`config.mk`:
```
export PLATFORM = sky130hd
export DESIGN_NAME = phase_unwrapper_sequencer
export DESIGN_NICKNAME = d
export VERILOG_FILES = /design/src/rtl/phase_unwrapper_sequencer.sv
export SDC_FILE = /design/constraint.sdc
export NUM_CORES = 1
export LEC_CHECK = 0
export ABC_AREA = 1
export ABC_CLOCK_PERIOD_IN_PS = 2300
export BUFFER_PORTS_ARGS = -buffer_cell sky130_fd_sc_hd__buf_2
export CAP_MARGIN = 20
export CORE_UTILIZATION = 58
export CTS_CLUSTER_SIZE = 8
export DETAILED_ROUTE_END_ITERATION = 8
export HOLD_SLACK_MARGIN = 0.06
export PLACE_DENSITY = 0.82
export SYNTH_ARGS = -nofsm -noshare
export SYNTH_HDL_FRONTEND = slang
export SYNTH_SLANG_ARGS = --single-unit
```
`constraint.sdc`:
```
create_clock -name clk -period 2.3 [get_ports clk]
set_input_delay 0.115 -clock clk [delete_from_list [all_inputs] [get_ports clk]]
set_output_delay 0.115 -clock clk [all_outputs]
set_load 0.02 [all_outputs]
```
`src/rtl/phase_unwrapper_sequencer.sv`:
```
// Run sequencer for the phase unwrapper: flushes the datapath, accumulates for a
// programmed length, drains the pipeline, then captures the final phase and reports done.
module phase_unwrapper_sequencer #(
    parameter int DOUT_WIDTH   = 16,
    parameter int CNT_WIDTH    = 32,
    parameter int FLUSH_CYCLES = 4,
    parameter int PIPE_LAT     = 2
) (
    input  logic                         clk,
    input  logic                         resetn,
    input  logic                         start,
    input  logic                         abort,
    input  logic [CNT_WIDTH-1:0]         meas_len,
    input  logic signed [DOUT_WIDTH-1:0] phase_in,
    output logic                         unwrap_rst,
    output logic                         unwrap_acc_on,
    output logic                         busy,
    output logic                         done,
    output logic                         aborted,
    output logic signed [DOUT_WIDTH-1:0] phase_result,
    output logic                         overflow,
    output logic [CNT_WIDTH-1:0]         cycle_count
);

    typedef enum logic [1:0] {IDLE, FLUSH, ACQ, DRAIN} state_t;

    localparam logic [CNT_WIDTH-1:0] CNT_ZERO   = {CNT_WIDTH{1'b0}};
    localparam logic [CNT_WIDTH-1:0] CNT_ONE    = {{(CNT_WIDTH-1){1'b0}}, 1'b1};
    localparam logic [CNT_WIDTH-1:0] FLUSH_LAST = CNT_WIDTH'(FLUSH_CYCLES - 1);
    localparam logic [CNT_WIDTH-1:0] DRAIN_LAST = CNT_WIDTH'(PIPE_LAT - 1);

    state_t               state_r;
    logic [CNT_WIDTH-1:0] len_r;
    logic [CNT_WIDTH-1:0] cnt_r;
    logic [1:0]           phase_top_r;
    logic                 wrap_s;

    // A full-scale wrap shows up as the sign/next bits jumping between 01 and 10.
    function automatic logic wrap_detect(input logic [1:0] prev_top, input logic [1:0] cur_top);
        return ((prev_top == 2'b01) && (cur_top == 2'b10)) ||
               ((prev_top == 2'b10) && (cur_top == 2'b01));
    endfunction

    function automatic logic [CNT_WIDTH-1:0] sat_inc(input logic [CNT_WIDTH-1:0] value);
        return (&value) ? value : value + CNT_ONE;
    endfunction

    assign wrap_s = wrap_detect(phase_top_r, phase_in[DOUT_WIDTH-1 -: 2]);

    // Run sequencing FSM with all outputs registered.
    always_ff @(posedge clk or negedge resetn) begin
        if (!resetn) begin
            state_r       <= IDLE;
            len_r         <= CNT_ZERO;
            cnt_r         <= CNT_ZERO;
            phase_top_r   <= 2'b00;
            unwrap_rst    <= 1'b1;
            unwrap_acc_on <= 1'b0;
            busy          <= 1'b0;
            done          <= 1'b0;
            aborted       <= 1'b0;
            phase_result  <= {DOUT_WIDTH{1'b0}};
            overflow      <= 1'b0;
            cycle_count   <= CNT_ZERO;
        end else begin
            done        <= 1'b0;
            aborted     <= 1'b0;
            phase_top_r <= phase_in[DOUT_WIDTH-1 -: 2];
            if (((state_r == ACQ) || (state_r == DRAIN)) && wrap_s) begin
                overflow <= 1'b1;
            end
            if (abort && (state_r != IDLE)) begin
                // The cycle in which abort is seen still counts as an executed ACQ cycle.
                if (state_r == ACQ) begin
                    cycle_count <= sat_inc(cycle_count);
                end
                state_r       <= IDLE;
                unwrap_rst    <= 1'b0;
                unwrap_acc_on <= 1'b0;
                busy          <= 1'b0;
                aborted       <= 1'b1;
            end else begin
                case (state_r)
                    IDLE: begin
                        unwrap_rst    <= 1'b0;
                        unwrap_acc_on <= 1'b0;
                        if (start && !abort) begin
                            len_r       <= meas_len;
                            cnt_r       <= FLUSH_LAST;
                            overflow    <= 1'b0;
                            cycle_count <= CNT_ZERO;
                            busy        <= 1'b1;
                            unwrap_rst  <= 1'b1;
                            state_r     <= FLUSH;
                        end
                    end
                    FLUSH: begin
                        if (cnt_r == CNT_ZERO) begin
                            unwrap_rst <= 1'b0;
                            if (len_r == CNT_ZERO) begin
                                cnt_r   <= DRAIN_LAST;
                                state_r <= DRAIN;
                            end else begin
                                cnt_r         <= len_r;
                                unwrap_acc_on <= 1'b1;
                                state_r       <= ACQ;
                            end
                        end else begin
                            cnt_r <= cnt_r - CNT_ONE;
                        end
                    end
                    ACQ: begin
                        cycle_count <= sat_inc(cycle_count);
                        if (cnt_r == CNT_ONE) begin
                            unwrap_acc_on <= 1'b0;
                            cnt_r         <= DRAIN_LAST;
                            state_r       <= DRAIN;
                        end else begin
                            cnt_r <= cnt_r - CNT_ONE;
                        end
                    end
                    DRAIN: begin
                        if (cnt_r == CNT_ZERO) begin
                            phase_result <= phase_in;
                            done         <= 1'b1;
                            busy         <= 1'b0;
                            state_r      <= IDLE;
                        end else begin
                            cnt_r <= cnt_r - CNT_ONE;
                        end
                    end
                    default: begin
                        state_r       <= IDLE;
                        unwrap_rst    <= 1'b0;
                        unwrap_acc_on <= 1'b0;
                        busy          <= 1'b0;
                    end
                endcase
            end
        end
    end

endmodule

```
==> results.py, run 1 <==
metrics = {
    "critical_path": {
        "reg2reg_depth": 14,
        "cp_slowest_cell": "dfrtp_1",
        "crit_chain": "inv_1 -> ha_1 -> buf_4 -> inv_1 -> nor2_4 -> nand3_4 -> nor2_4 -> nand2_2 -> nor2_4 -> buf_12 -> nand2_1 -> nand2_1 -> nand2_1 -> nand2_1",
        "cp-end-kind": "flop",
        "path_buf_inv": 4,
        "r2r_slack_ns": 0.21,
        "arrival_ns": 2.44,
        "cpLargestDelayFamily": "simple AND/OR/NAND/NOR gates",
        "critical_path_class": "reg2reg",
        "crit_fanout": 27,
        "cp_common_cell": "nand2_1",
        "regToRegEndpoint": "cnt_r[12]",
        "r2r-start": "cnt_r[0]",
        "cp-start-kind": "flop",
        "slowest_delay_ns": 0.40,
        "worstPathRequired_ns": 2.66,
    },
    "drt": {
        "via_per_inst": 5.17,
        "route.detailed.drc": 0,
        "drt_iter0_markers": 665,
        "wl_per_cell_um": 14.2,
        "dr_total_vias": 7343,
        "drtAntennaViolNets": 0,
        "drtPass1Iterations": 6,
        "wl_um": 20100,
    },
    "synth": {
        "synth_common_cells": "nand2_1 (496), nor2_1 (133), dfrtp_1 (121)",
        "synth-edff-count": 0,
        "syn_nets": 1117,
        "synth.most_common_cell": "nand2_1",
        "synthCells": 1057,
        "yosysTopAreaCell": "dfrtp_1",
        "yosysUniqueCellTypes": 36,
        "syn-mean-instance-area_sq_um": 6.89,
        "yosysWarnings": 0,
        "yosysTopAreaCellShare": 0.416,
        "netlist_top_cells_area": "dfrtp_1 (42%), nand2_1 (26%), nor2_1 (6.9%)",
        "yosys_register_bits": 122,
        "ys.flop_type": "dfrtp_1",
        "syn-cell-area_sq_mm": 0.00728,
        "ys_seq_area_frac": 0.419,
        "async_reset_ff_frac": 1.00,
    },
    "sta": {
        "period_share": 0.908,
        "slew_violations": 0,
        "setup_violations": 0,
        "finalHoldViolCount": 0,
        "skew_ns": 0.00709,
        "relSlewSlack": 0.554,
        "finalSetupTns_ns": 0,
        "whs_ns": 0.0838,
        "tightestPinTransition_ns": 0.668,
        "fin_crit_ns": 2.09,
        "timing.fmax_mhz": 479,
        "rsz0062_at_grt": "no",
    },
    "power": {
        "power_frac_comb": 0.565,
        "p_leak_nw": 5.12,
        "totalPowerFinal_mw": 14.2,
        "clkPwrFrac": 0.181,
        "seq_power_share": 0.254,
        "netSwitchingPower_mw": 6.98,
        "ir_worst_vdd_mv": 0.860,
        "powerDensity_mw_per_mm2": 1540,
        "internal_power_mw": 7.18,
        "p_sw_frac": 0.493,
    },
    "die": {
        "core_sq_mm": 0.0121,
        "die_y_um": 114,
        "io_pins": 106,
        "start_util": 0.601,
        "die_x_um": 114,
        "fp-row-count": 40,
        "dieArea_sq_mm": 0.0130,
    },
    "hold_path": {
        "hold_path.class": "in2reg",
        "holdPathStages": 4,
        "min_delay_worst_endpoint": "unwrap_rst",
        "holdCritStartpoint": "abort",
    },
    "clock_network": {
        "cts_made_buffers": 17,
        "cts.sinks": 122,
        "cts_tree": "built",
        "cts_setup_buffers": 0,
        "cts_root_buffer": "clkbuf_16",
        "cts.clk_slew.worst_paths_ns": 0.06,
        "clockBufferDepth": 2,
        "clock_latency_ns": 0.42,
        "h-tree-depth": 4,
    },
    "global_routing": {
        "grt_pass1_wl_um": 33200,
        "grt_antenna_before_repair": 0,
        "grt_pass1_vias": 7102,
        "grt_max_degree": 44,
        "grt_overflow_total": 0,
        "grtUsageTotal": 0.329,
    },
    "placed_design": {
        "post-dp-hpwl_um": 13400,
        "port_buffers": 105,
        "dpl_cell_area_sq_mm": 0.00813,
        "place_inst": 1337,
        "gp_congestion": 0.975,
    },
    "final_layout": {
        "finalNetCount": 1298,
        "fin_area_sq_mm": 0.00920,
        "drive_gt1_frac": 0.167,
        "stdcell_count": 1419,
        "diodes": 0,
        "syn2layout_area_growth_pct": 26.4,
    },
    "job": {
        "cap_viol_max_count": 0,
    },
    "run_status": {
        "outcome": "complete, no violations",
    },
}
-- power groups by stage --
| stage | Sequential (mW) | Combinational, mW | Clock (mW) |
|---|---|---|---|
| 4_1_cts | 3.57 | 7.91 | 2.58 |
| 2_1_floorplan | 3.77 | 5.61 | 0 |
| 3_5_place_dp | 3.58 | 7.76 | 0 |
| 3_3_place_gp | 3.56 | 7.64 | 0 |
| 6_report | 3.59 | 8.00 | 2.56 |
| 5_1_grt | 3.69 | 8.98 | 2.68 |
-- flip-flops by register name (all words and copies together) (netlist names) --
signal / flops
unwrap_rst: 1
done: 1
overflow: 1
cnt_r: 32
busy: 1
phase_result: 16
state_r: 2
phase_top_r: 2
unwrap_acc_on: 1
len_r: 32
cycle_count: 32
aborted: 1
-- placed cells by master, fill, tap and decap left out, types with 4 or more instances in the layout --
master and instances:
a21oi_1 9, buf_2 104, buf_4 31, clkbuf_16 17, clkinv_4 4, dfrtp_1 121, dlygate4sd3_1 50, ha_1 8
inv_1 78, inv_6 4, nand2_1 496, nand2_2 6, nand3_1 34, nand4_1 23, nor2_1 132, nor2_2 13
nor2_4 8, nor3_1 12, o21ai_0 23, o21ai_1 4, xnor2_1 12, xor2_1 26
-- metal layers --
layer  GRT usage  up-vias  share of wire
li1            -     3639              -
met1       0.422     3376           0.44
met2       0.557      292           0.47
met3      0.0662       36          0.065
met4       0.111        0          0.019
met5           0        -              0
-- kinds of logic (layout without fill, tap and decap cells) --
group / count (synthesis) / count (layout) / synth area share
AND/OR/NAND/NOR: 733 / 733 / 0.417
flip-flops: 122 / 122 / 0.419
buffers and inverters: 107 / 301 / 0.0660
AO/OA/AOI/OAI: 49 / 49 / 0.0380
XOR/XNOR: 38 / 38 / 0.0457
adder cells (fa/ha/maj): 8 / 8 / 0.0137
-- tightest hold or removal path, cell delays in order --
cell	delay (ns)
buf_2	0.08
inv_1	0.07
nand2_1	0.14
o22ai_1	0.10
-- cell type report --
cell class | instances | area, sq um
clock inverter | 15 | 141
timing repair buffer | 188 | 1310
tap | 168 | 210
clock buffer | 17 | 425
inverter | 81 | 304
fill | 956 | 2910
sequential | 122 | 3050
multi-input combinational | 828 | 3750
-- through the flow --
step / worst slack, ns / util
3_5_place_dp: 0.0454 / 0.671
4_1_cts: 0.239 / 0.760
2_1_floorplan: 0.428 / -
6_report: 0.212 / 0.760
3_3_place_gp: 0.0653 / 0.671
5_1_grt: 0.0739 / 0.760
-- repair_timing --
action,CTS,global route
endpoints found under the setup margin,1,6
resized for setup,1,1
hold buffers,50,0
hold endpoints to repair,87,0
-- how the worst max path moves through the flow --
| stage | startpoint | end | cells after the start |
|---|---|---|---|
| after global routing | state_r[0] | cnt_r[10] | 10 |
| after floorplan | state_r[0] | cycle_count[6] | 10 |
| after global placement | state_r[0] | cnt_r[10] | 10 |
| final | cnt_r[0] | cnt_r[12] | 14 |
| after CTS | cnt_r[0] | cnt_r[12] | 14 |
| after detailed placement | state_r[0] | cnt_r[15] | 10 |
Power figures use the tool's default switching activity.
==> inputs of run 2 (changes only) <==
--- a/config.mk
+++ b/config.mk
@@ -12,8 +12,8 @@
 export CORE_UTILIZATION = 58
 export CTS_CLUSTER_SIZE = 8
 export DETAILED_ROUTE_END_ITERATION = 8
-export HOLD_SLACK_MARGIN = 0.06
 export PLACE_DENSITY = 0.82
+export REMOVE_ABC_BUFFERS = 1
 export SYNTH_ARGS = -nofsm -noshare
 export SYNTH_HDL_FRONTEND = slang
 export SYNTH_SLANG_ARGS = --single-unit
==> constraint.sdc (replaced) <==
create_clock -name clk -period 2.3 [get_ports clk]
set_input_delay 0.115 -clock clk [delete_from_list [all_inputs] [get_ports clk]]
set_output_delay 0.115 -clock clk [all_outputs]
set_load 0.005 [all_outputs]
==> run 2 against run 1 <==
Effect of this change:
- worst setup slack better by 0.024 ns
- non-clock buffer count fell by 17
- clock skew up 0.0023 ns
- cell area fell by 1.5%
- fmax is 1.2% higher
- critical path type unchanged
- via count is 2.1% lower
- register-to-register slack better by 0.02 ns
==> results.py, run 2 (synthesis gave the netlist of run 1 again) <==
metrics = {
    "sta": {
        "finalSetupTns_ns": 0,
        "setup_violations": 0,
        "fin_crit_ns": 2.06,
        "tightestPinTransition_ns": 0.608,
        "rsz0062_at_grt": "no",
        "whs_ns": 0.0352,
        "skew_ns": 0.00935,
        "period_share": 0.897,
        "finalHoldViolCount": 0,
        "timing.fmax_mhz": 485,
        "slew_violations": 0,
        "relSlewSlack": 0.595,
    },
    "hold_path": {
        "hold_path.class": "in2reg",
        "holdPathStages": 3,
    },
    "global_routing": {
        "grt_max_degree": 47,
        "grtUsageTotal": 0.320,
        "grt_antenna_before_repair": 0,
        "grt_pass1_wl_um": 32500,
        "grt_pass1_vias": 6967,
        "grt_overflow_total": 0,
    },
    "critical_path": {
        "worstPathRequired_ns": 2.61,
        "crit_path_end": "cnt_r[24]",
        "reg2reg_depth": 12,
        "critical_path_class": "reg2reg",
        "worstSetupStartpoint": "cnt_r[0]",
        "r2r_slack_ns": 0.24,
        "regToRegEndpoint": "cnt_r[24]",
        "cp-start-kind": "flop",
        "cp-end-kind": "flop",
        "r2r-start": "cnt_r[0]",
        "crit_fanout": 30,
        "arrival_ns": 2.38,
    },
    "drt": {
        "dr_total_vias": 7187,
        "drtPass1Iterations": 5,
        "drt_iter0_markers": 586,
        "via_per_inst": 5.13,
        "wl_per_cell_um": 13.8,
        "route.detailed.drc": 0,
        "drtAntennaViolNets": 0,
        "wl_um": 19400,
    },
    "power": {
        "netSwitchingPower_mw": 6.49,
        "power_frac_comb": 0.537,
        "ir_worst_vdd_mv": 1.01,
        "clkPwrFrac": 0.191,
        "seq_power_share": 0.271,
        "powerDensity_mw_per_mm2": 1500,
        "p_leak_nw": 5.04,
        "internal_power_mw": 7.11,
        "p_sw_frac": 0.477,
    },
    "final_layout": {
        "diodes": 0,
        "final_common_cell": "nand2_1",
        "utilization": 0.749,
        "layout_common_cells": "nand2_1 (496), nor2_1 (133), dfrtp_1 (121)",
        "finalNetCount": 1281,
        "reg_top3": "cnt_r: 32 flops, cycle_count: 32 flops, len_r: 32 flops",
        "fin_area_sq_mm": 0.00907,
        "drive_gt1_frac": 0.153,
        "syn2layout_area_growth_pct": 24.5,
    },
    "clock_network": {
        "cts_tree": "built",
        "clock_latency_ns": 0.43,
        "cts_root_buffer": "clkbuf_16",
        "cts.sinks": 122,
        "cts.clk_slew.worst_paths_ns": 0.06,
        "h-tree-depth": 4,
        "clockBufferDepth": 2,
        "cts_made_buffers": 17,
    },
    "die": {
        "die_y_um": 114,
        "core_sq_mm": 0.0121,
        "io_pins": 106,
        "start_util": 0.601,
        "die_x_um": 114,
        "fp-row-count": 40,
        "dieArea_sq_mm": 0.0130,
    },
    "placed_design": {
        "port_buffers": 105,
        "gp_congestion": 0.920,
        "dpl_cell_area_sq_mm": 0.00800,
        "post-dp-hpwl_um": 12900,
    },
    "job": {
        "cap_viol_max_count": 0,
    },
    "run_status": {
        "outcome": "complete, no violations",
    },
}
run 2: metrics by stage:
| step | total power, mW | worst slack, ns | cells |
|---|---|---|---|
| final | 13.6 | 0.236 | 1402 |
| after global routing | 14.8 | 0.0414 | 1402 |
| after CTS | 13.5 | 0.179 | 1402 |
| after detailed placement | 10.8 | 0.195 | 1321 |
| after global placement | 10.7 | 0.299 | 1321 |
| after floorplan | 8.81 | -0.576 | 1031 |
run 2: worst max-delay path, stage by stage (launching register included):
cell and delay [ns]:
dfrtp_1 0.40, inv_1 0.13, ha_2 0.26, nand4_1 0.12
nor2_1 0.19, nand2_2 0.15, nand2_1 0.12, nand3_2 0.06
buf_4 0.24, nand2_1 0.11, nand2_1 0.05, nand2_1 0.05
nand2_1 0.05
run 2: per-layer routing:
metal / routed length, um / global-route usage / vias to the layer above
li1: - / - / 3595
met3: 1080 / 0.0582 / 45
met2: 9160 / 0.521 / 269
met4: 546 / 0.149 / 0
met5: 0 / 0 / -
met1: 8580 / 0.417 / 3278
run 2: repair_timing:
action,CTS,global route
gates resized for setup,0,2
buffers inserted,0,0
hold buffers,49,0
hold endpoints to repair,93,0
endpoints found under the setup margin,0,7
run 2: how the worst min path moves through the flow:
stage | start | to
after floorplan | resetn | aborted
after global placement | resetn | cycle_count[2]
after detailed placement | resetn | cycle_count[0]
after CTS | start | unwrap_rst
after global routing | start | unwrap_rst
final | start | unwrap_rst
run 2: power by group through the flow:
stage	registers [mW]	clock network, mW	logic (mW)
5_1_grt	3.78	2.72	8.28
6_report	3.69	2.60	7.31
3_5_place_dp	3.67	0	7.09
2_1_floorplan	3.51	0	5.30
4_1_cts	3.66	2.63	7.23
3_3_place_gp	3.66	0	7.01
run 2: layout make-up:
cell class	count	area, sq um
timing repair buffer	171	1170
fill	991	3040
inverter	81	304
tap	168	210
sequential	122	3050
clock buffer	24	482
multi-input combinational	828	3750
clock inverter	8	92.6
